## config.mk

```make
export PLATFORM = sky130hd
export DESIGN_NAME = seg_scan_decoder
export DESIGN_NICKNAME = d
export VERILOG_FILES = /design/src/rtl/seg_scan_decoder.sv
export SDC_FILE = /design/constraint.sdc
export NUM_CORES = 1
export LEC_CHECK = 0
export ABC_AREA = 1
export CAP_MARGIN = 20
export CORE_ASPECT_RATIO = 0.8
export CORE_MARGIN = 1.5
export CORE_UTILIZATION = 35
export DETAILED_ROUTE_END_ITERATION = 7
export PLACE_DENSITY = 0.64
export SLEW_MARGIN = 10
export SYNTH_ARGS = -nofsm -noshare
export SYNTH_HDL_FRONTEND = slang
export SYNTH_SLANG_ARGS = --single-unit
```

## constraint.sdc

```tcl
create_clock -name clk -period 2 [get_ports clk]
set_input_delay 0.2 -clock clk [delete_from_list [all_inputs] [get_ports clk]]
set_output_delay 0.2 -clock clk [all_outputs]
set_load 0.01 [all_outputs]
```

## src/rtl/seg_scan_decoder.sv

```systemverilog
// rtl/seg_scan_decoder.sv - recovers a four-digit BCD frame from a scanned 7-segment display bus
module seg_scan_decoder #(
    parameter int STABLE = 4
) (
    input  logic        clk,
    input  logic        rst,
    input  logic [3:0]  an,
    input  logic [6:0]  seg,
    output logic [15:0] bcd,
    output logic        frame_valid,
    output logic        frame_err,
    output logic [3:0]  err_mask
);

    localparam logic [0:0] TRACK = 1'b0;
    localparam logic [0:0] HOLD  = 1'b1;

    localparam logic [7:0] STABLE_C = 8'(STABLE);

    logic [0:0]  state;
    logic [0:0]  state_next;
    logic [10:0] last_pat;
    logic [10:0] cur_pat;
    logic [7:0]  run_cnt;
    logic [7:0]  run_next;
    logic [15:0] pend_val;
    logic [3:0]  pend_err;
    logic [3:0]  cap_mask;
    logic [3:0]  mask_after;
    logic        publish;
    logic        publish_next;
    logic        eligible;
    logic        changed;
    logic        capture;
    logic [3:0]  dig;
    logic        dig_err;

    function automatic logic onehot4(input logic [3:0] v);
        return (v != 4'd0) && ((v & (v - 4'd1)) == 4'd0);
    endfunction

    // Returns {invalid, digit}; unknown patterns (blank included) map to F.
    function automatic logic [4:0] decode(input logic [6:0] s);
        case (s)
            7'h7E:   return 5'h00;
            7'h30:   return 5'h01;
            7'h6D:   return 5'h02;
            7'h79:   return 5'h03;
            7'h33:   return 5'h04;
            7'h5B:   return 5'h05;
            7'h5F:   return 5'h06;
            7'h70:   return 5'h07;
            7'h7F:   return 5'h08;
            7'h7B:   return 5'h09;
            default: return 5'h1F;
        endcase
    endfunction

    assign cur_pat = {an, seg};
    assign eligible = onehot4(an);
    assign changed = (cur_pat != last_pat);
    assign {dig_err, dig} = decode(seg);

    always_comb begin
        run_next = 8'd0;
        if (changed) begin
            run_next = eligible ? 8'd1 : 8'd0;
        end else if (!eligible) begin
            run_next = 8'd0;
        end else if (run_cnt >= STABLE_C) begin
            run_next = STABLE_C;
        end else begin
            run_next = run_cnt + 8'd1;
        end
    end

    // HOLD blocks a second capture until the bus shows something different.
    always_comb begin
        capture    = (state == TRACK) && (run_next == STABLE_C);
        state_next = state;
        case (state)
            TRACK:   if (capture) state_next = HOLD;
            HOLD:    if (changed) state_next = TRACK;
            default: state_next = TRACK;
        endcase
    end

    // A capture landing on the publish edge starts the next frame's mask.
    always_comb begin
        mask_after   = (publish ? 4'd0 : cap_mask) | (capture ? an : 4'd0);
        publish_next = capture && (mask_after == 4'hF);
    end

    always_ff @(posedge clk) begin
        if (rst) begin
            state       <= TRACK;
            last_pat    <= 11'd0;
            run_cnt     <= 8'd0;
            pend_val    <= 16'h0000;
            pend_err    <= 4'h0;
            cap_mask    <= 4'h0;
            publish     <= 1'b0;
            bcd         <= 16'h0000;
            frame_valid <= 1'b0;
            frame_err   <= 1'b0;
            err_mask    <= 4'h0;
        end else begin
            state       <= state_next;
            last_pat    <= cur_pat;
            run_cnt     <= run_next;
            cap_mask    <= mask_after;
            publish     <= publish_next;
            frame_valid <= publish;
            if (publish) begin
                bcd       <= pend_val;
                err_mask  <= pend_err;
                frame_err <= |pend_err;
            end
            for (int n = 0; n < 4; n++) begin
                if (capture && an[n]) begin
                    pend_val[4*n +: 4] <= dig;
                    pend_err[n]        <= dig_err;
                end
            end
        end
    end

endmodule

```

==> summary.md, run 1 <==
| Metric | Value |
|---|---|
| Status | finished clean |
| Worst EP arrival | 2160 ps |
| Std cell rows | 29 |
| Worst-case reg-to-reg path depth | 12 |
| Seq/Total Area, Yosys | 47.16% |
| Crit-path max FO | 7 |
| Tmin final | 1871 ps |
| Syn. warnings | 0 |
| Most common cell in the netlist | nor2_1 |
| Drt first pass iters | 4 |
| Most frequent CP cell | nand2_1 |
| Post-layout nets | 445 |
| Synth Cell Area | 2844 sq um |
| Final Wtd Congestion | 0.9168 |
| GRT Residual Overflow | 0 |
| Top post-synthesis cells by count | nor2_1 (94), dfxtp_1 (67), nand2_1 (54) |
| Layout cells sized above 1 | 21.38% |
| Die Y | 83.63 um |
| Number of synthesized flops with an enable pin | 0 |
| Crit-path max cell delay | 450 ps |
| Initial Utilization | 35.95% |
| Count of cell types in the netlist | 31 |
| Async set or reset register ratio after synthesis | 0% |
| Port Buffers | 34 |
| DP HPWL | 4366 um |
| Routed wire per std cell | 11.55 um |
| Clock Tree Buf Depth | 2 |
| Cells along the critical path | clkdlybuf4s50_1 > inv_1 > nand2_1 > nand2_1 > nand3_1 > nor2_4 > nand3_2 > nor2_4 > nand4_1 > nand2_1 > nand3_1 > nor2_1 |
| Unrepaired setup endpoints after global routing | no |
| Vias per cell | 4.540 |
| Cells after Synth | 364 |
| GRT Overall Usage | 15.10% |
| DRC | 0 |
| Core area | 7910 sq um |
| Routed vias | 2465 |
| Cell taking the most area after synthesis | dfxtp_1 |
| Final WS setup | 129.2 ps |
| Max cap viols | 0 |
| Worst Hold Depth | 3 |
| Clock transition at path regs | 80 ps |
| VDD IR max | 0.4391 mV |
| Ys flop type | dfxtp_1 |
| Crit. End Element | register |
| Vias in the first global route | 2378 |
| Dpl ws | -277.2 ps |
| Root Buffer | clkbuf_8 |
| Final hold vios | 0 |
| TritonCTS clock tree | built |
| Fmax | 534.5 MHz |
| CP required | 2290 ps |
| Final cycle utilization of the critical path | 93.54% |
| Initial antenna violation count | 0 |
| Synth top area cells | dfxtp_1 (47%), nor2_1 (12%), nand2_1 (7.1%) |
| Fin Setup TNS | 0 ps |
| Skew-Pair Late Insertion Delay | 350 ps |
| Crit path kind | in -> reg |
| Top Ports | 35 |
| Yosys reg bits | 67 |
| Top cell type's share of synthesized area | 47.16% |
| H-tree depth | 3 |
| Crit-path slowest cell | clkdlybuf4s50_1 |
| Largest net degree at the start of global routing | 43 |
| Die Area | 8679 sq um |
| Final wirelength | 6272 um |
| First-pass GRT wire length | 10590 um |
| Detail Route Antenna Nets | 0 |
| Mean area per synthesized cell | 7.813 sq um |
| CP Launch Type | input port |
| Worst Skew | 9.630 ps |
| CTS Buf Count | 9 |
| Max Slew Vio Count | 0 |
| Clock sink count | 67 |
| Diode count | 0 |
| Power Density | 735.9 nW/um^2 |
| Leak | 0.001686 uW |
| Final setup violating endpoints | 0 |
| DR iter-0 viols | 173 |
| Die width | 103.8 um |
| Worst min-delay path category | in -> reg |
| P&R area growth vs syn | 31.50% |
==> power by group <==
| group | internal, uW | total, uW | switching (uW) |
|---|---|---|---|
| clock | 620 | 1180 | 563 |
| combinational | 89.6 | 210 | 120 |
| sequential | 1350 | 1360 | 7.55 |
| total | 2060 | 2750 | 691 |
==> metrics by stage <==
| step | hold slack (ps) | power [uW] | instances | instance area [sq um] | util, % |
|---|---|---|---|---|---|
| finish | 192.9 | 2752 | 543 | 3740 | 47.28 |
| global route | 218.3 | 2863 | 543 | 3740 | 47.28 |
| CTS | 479.9 | 2778 | 541 | 3680 | 46.52 |
| detailed placement | 468.6 | 1596 | 525 | 3471 | 43.88 |
| global placement | 462.5 | 1592 | 525 | 3471 | 43.88 |
| floorplan | 307.0 | 1509 | 368 | 2859 | - |
==> cells in the final DEF (no fill, tap or decap), drive strengths merged <==
master and instances:
o21ai 36, o221a 1, ha 2, nor4 1, o31ai 1, clkdlybuf4s50 27
o21bai 1, bufinv 1, nand2 56, nor2 97, nor3 2, clkbuf 10
buf 33, nand3b 4, dfxtp 67, dlymetal6s2s 7, nand4 4, xnor2 5
a21oi 28, nand3 13, conb 5, inv 31, clkinvlp 2, clkinv 1
==> logic make-up (layout without fill, tap and decap cells) <==
family,count (synthesis),count (layout),synth area share [%]
xor gates and xnor gates,5,5,1.540
buffers and inverters,45,112,8.271
AOI/OAI and AO/OA,67,67,15.22
and+or+nand+nor,177,177,26.79
other,1,5,0.1319
adders and majority gates,2,2,0.8798
DFF,67,67,47.16
==> routing by layer <==
layer | vias to the layer above | global-route usage, % | wire, um
li1 | 1283 | - | -
met1 | 1132 | 19.86 | 3112
met2 | 47 | 24.48 | 2856
met3 | 3 | 4.294 | 284
met4 | 0 | 3.788 | 19
met5 | - | 0 | 0
==> critical path: cells and delay by family <==
family,cells,cell delay [ps]
AND/OR/NAND/NOR,10,1400
buffers and inverters,2,560
==> final timing paths <==
| path | endpoint | startpoint | slack, ps |
|---|---|---|---|
| max reg2reg | publish | last_pat[8] | 140 |
| min reg2reg | cap_mask[3] | cap_mask[3] | 480 |
| max | publish | seg[3] | 130 |
| min | last_pat[2] | seg[2] | 190 |
==> layout make-up <==
class / count / area (sq um)
fillers: 819 / 4170
flip-flops and latches: 67 / 1341
multi-input cells: 256 / 1306
repair buffers: 67 / 634.4
clock buffers: 10 / 137.6
well taps: 108 / 135.1
inverters: 29 / 113.9
clock inverters: 6 / 71.32
==> flip-flops by register name (all words and copies together) (netlist names), 4 cells and up <==
signal	flops
pend_val	16
err_mask	4
cap_mask	4
bcd	16
run_cnt	8
last_pat	11
pend_err	4
==> what timing repair did <==
action	CTS	global route
setup endpoints to repair	0	21
resized for setup	0	19
hold buffers	0	0
setup buffers	0	2
(Power assumes the default switching activity.)
==> run 2, diff against run 1 <==
--- a/constraint.sdc
+++ b/constraint.sdc
@@ -3,2 +3,2 @@
 set_output_delay 0.2 -clock clk [all_outputs]
-set_load 0.01 [all_outputs]
+set_load 0.02 [all_outputs]
==> results of run 2 <==
The final DEF is identical to that of run 1; final timing and power are the same.
==> run 3, diff against run 2 <==
- CORE_ASPECT_RATIO: 0.8 -> 1.2
- PLACE_DENSITY: 0.64 -> 0.62
==> run 3 against run 2 <==
Net effect: the run now ends with DRC left; global-route usage up 0.76 points; die area about the same; setup slack better by 14 ps; sequential share of layout area up 0.13 points; largest cell class unchanged; largest power group unchanged; highest routed layer unchanged.
==> summary.md, run 3 (synthesis gave the netlist of run 1 again) <==
| Metric | Value |
|---|---|
| Status | finished with violations (was finished clean) |
| Violated checks | DRC |
| Crit path kind | in -> reg (unchanged) |
| Initial antenna violation count | 0 (unchanged) |
| Std cell rows | 35 (was 29) |
| Crit-path max FO | 5 (was 7) |
| Worst-case reg-to-reg path depth | 11 (was 12) |
| CP Launch Type | input port (unchanged) |
| Placed cell count | 517 (was 525) |
| Vias in the first global route | 2366 (was 2378) |
| Post-layout nets | 454 (was 445) |
| P&R area growth vs syn | 31.15% (was 31.50%) |
| Util after Layout | 47.85% (was 47.28%) |
| Clock Tree Buf Depth | 2 (unchanged) |
| Worst Skew | 7.399 ps (was 9.630 ps) |
| TritonCTS clock tree | built (unchanged) |
| Port Buffers | 34 (unchanged) |
| Final setup violating endpoints | 0 (unchanged) |
| Clock transition at path regs | 70 ps (was 80 ps) |
| Fmax | 538.6 MHz (was 534.5 MHz) |
| Leading cell type in the layout, fill and taps excluded | nor2_1 (unchanged) |
| Top Registers | bcd x16, pend_val x16, last_pat x11 (unchanged) |
| Worst Hold Depth | 4 (was 3) |
| Root Buffer | clkbuf_8 (unchanged) |
| Skew-Pair Late Insertion Delay | 340 ps (was 350 ps) |
| Diode count | 0 (unchanged) |
| Leak | 0.001681 uW (was 0.001686 uW) |
| Routed wire per std cell | 11.26 um (was 11.55 um) |
| First-pass GRT wire length | 10710 um (was 10590 um) |
| Vias per cell | 4.590 (was 4.540) |
| Routed vias | 2460 (was 2465) |
| Die Area | 8678 sq um (was 8679 sq um) |
| Die width | 85.29 um (was 103.8 um) |
| Final hold vios | 0 (unchanged) |
| Non-Filler Instances | 536 (was 543) |
| Worst EP arrival | 2090 ps (was 2160 ps) |
| Final Wtd Congestion | 0.8499 (was 0.9168) |
| Power Total | 2520 uW (was 2752 uW) |
| Power Density | 675.7 nW/um^2 (was 735.9 nW/um^2) |
| Worst min-delay path category | in -> reg (unchanged) |
| H-tree depth | 3 (unchanged) |
| Cts hold-fix bufs | 0 (unchanged) |
| VDD IR max | 0.3715 mV (was 0.4391 mV) |
| CTS Buf Count | 9 (unchanged) |
| Max Slew Vio Count | 0 (unchanged) |
| DRC | 5 (was 0) |
| Tmin final | 1857 ps (was 1871 ps) |
| GRT Residual Overflow | 0 (unchanged) |
| Most frequent cells in the layout | nor2_1 (93), dfxtp_1 (66), nand2_1 (48), buf_4 (40), o21ai_0 (32) (was nor2_1 (93), dfxtp_1 (67), nand2_1 (51), o21ai_0 (32), buf_4 (30)) |
| GRT Overall Usage | 15.86% (was 15.10%) |
| CP required | 2230 ps (was 2290 ps) |
| DR iter-0 viols | 119 (was 173) |
| Max cap viols | 0 (unchanged) |
| Die Y | 101.7 um (was 83.63 um) |
| DP HPWL | 4400 um (was 4366 um) |
| Final wirelength | 6038 um (was 6272 um) |
| Layout cells sized above 1 | 22.97% (was 21.38%) |
| Core area | 7795 sq um (was 7910 sq um) |
| Crit. End Element | register (unchanged) |
| Top Ports | 35 (unchanged) |
| Initial Utilization | 36.48% (was 35.95%) |
| Drt first pass iters | 6 (was 4) |
| Largest net degree at the start of global routing | 43 (unchanged) |
| Clock sink count | 67 (unchanged) |
| Final cycle utilization of the critical path | 92.84% (was 93.54%) |
| Detail Route Antenna Nets | 0 (unchanged) |
-- run 3: repair_timing --
action / CTS / global route
hold endpoints to repair: 0 / 0
endpoints found under the setup margin: 0 / 21
buffers inserted: 0 / 3
gates resized for setup: 0 / 17
-- run 3: cell type report --
cell class / instances / area [sq um]
fillers: 807 / 4065
flip-flops and latches: 67 / 1343
multi-input cells: 256 / 1306
repair buffers: 76 / 690.7
clock buffers: 11 / 131.4
well taps: 92 / 115.1
inverters: 29 / 113.9
clock inverters: 5 / 30.03
-- run 3: routing by layer --
metal	share of wire, %	vias up	GRT usage (%)
li1	-	1303	-
met1	45	1117	18.16
met2	50	29	27.66
met3	2.3	11	3.423
met4	2.6	0	8.561
met5	0	-	0
-- run 3: worst paths after layout --
path / from / endpoint / slack (ps)
setup reg to reg: last_pat[5] / pend_err[2] / 190
hold / removal: seg[5] / last_pat[5] / 260
hold reg to reg: cap_mask[0] / cap_mask[0] / 470
setup / recovery: seg[6] / pend_err[2] / 140
-- run 3: stage by stage --
| stage | setup slack, ps | area (sq um) | hold slack [ps] | setup TNS (ps) |
|---|---|---|---|---|
| 4_1_cts | 52.39 | 3672 | 474.2 | 0 |
| 3_3_place_gp | -243.5 | 3511 | 460.0 | -4315 |
| 2_1_floorplan | 476.0 | 2859 | 307.0 | 0 |
| 6_report | 143.2 | 3730 | 256.1 | 0 |
| 5_1_grt | -8.197 | 3730 | 265.3 | -8.197 |
| 3_5_place_dp | -314.7 | 3511 | 462.5 | -5853 |
-- run 3: report_power, final --
part | total, uW | internal, uW | leakage, uW | switching, uW
Clock | 944 | 443 | 0.0000791 | 501
Combinational | 216 | 95.5 | 0.00106 | 120
Sequential | 1360 | 1350 | 0.000545 | 7.53
-- run 3: worst max-delay path: stages --
cell             delay (ps)
clkdlybuf4s50_1         520
inv_2                    50
buf_4                   130
nor2_1                  190
nand2_1                 110
a21oi_1                 230
nor2_1                   90
nand2_2                 150
buf_4                   140
inv_1                    50
o21ai_0                 170
nor2_1                   60
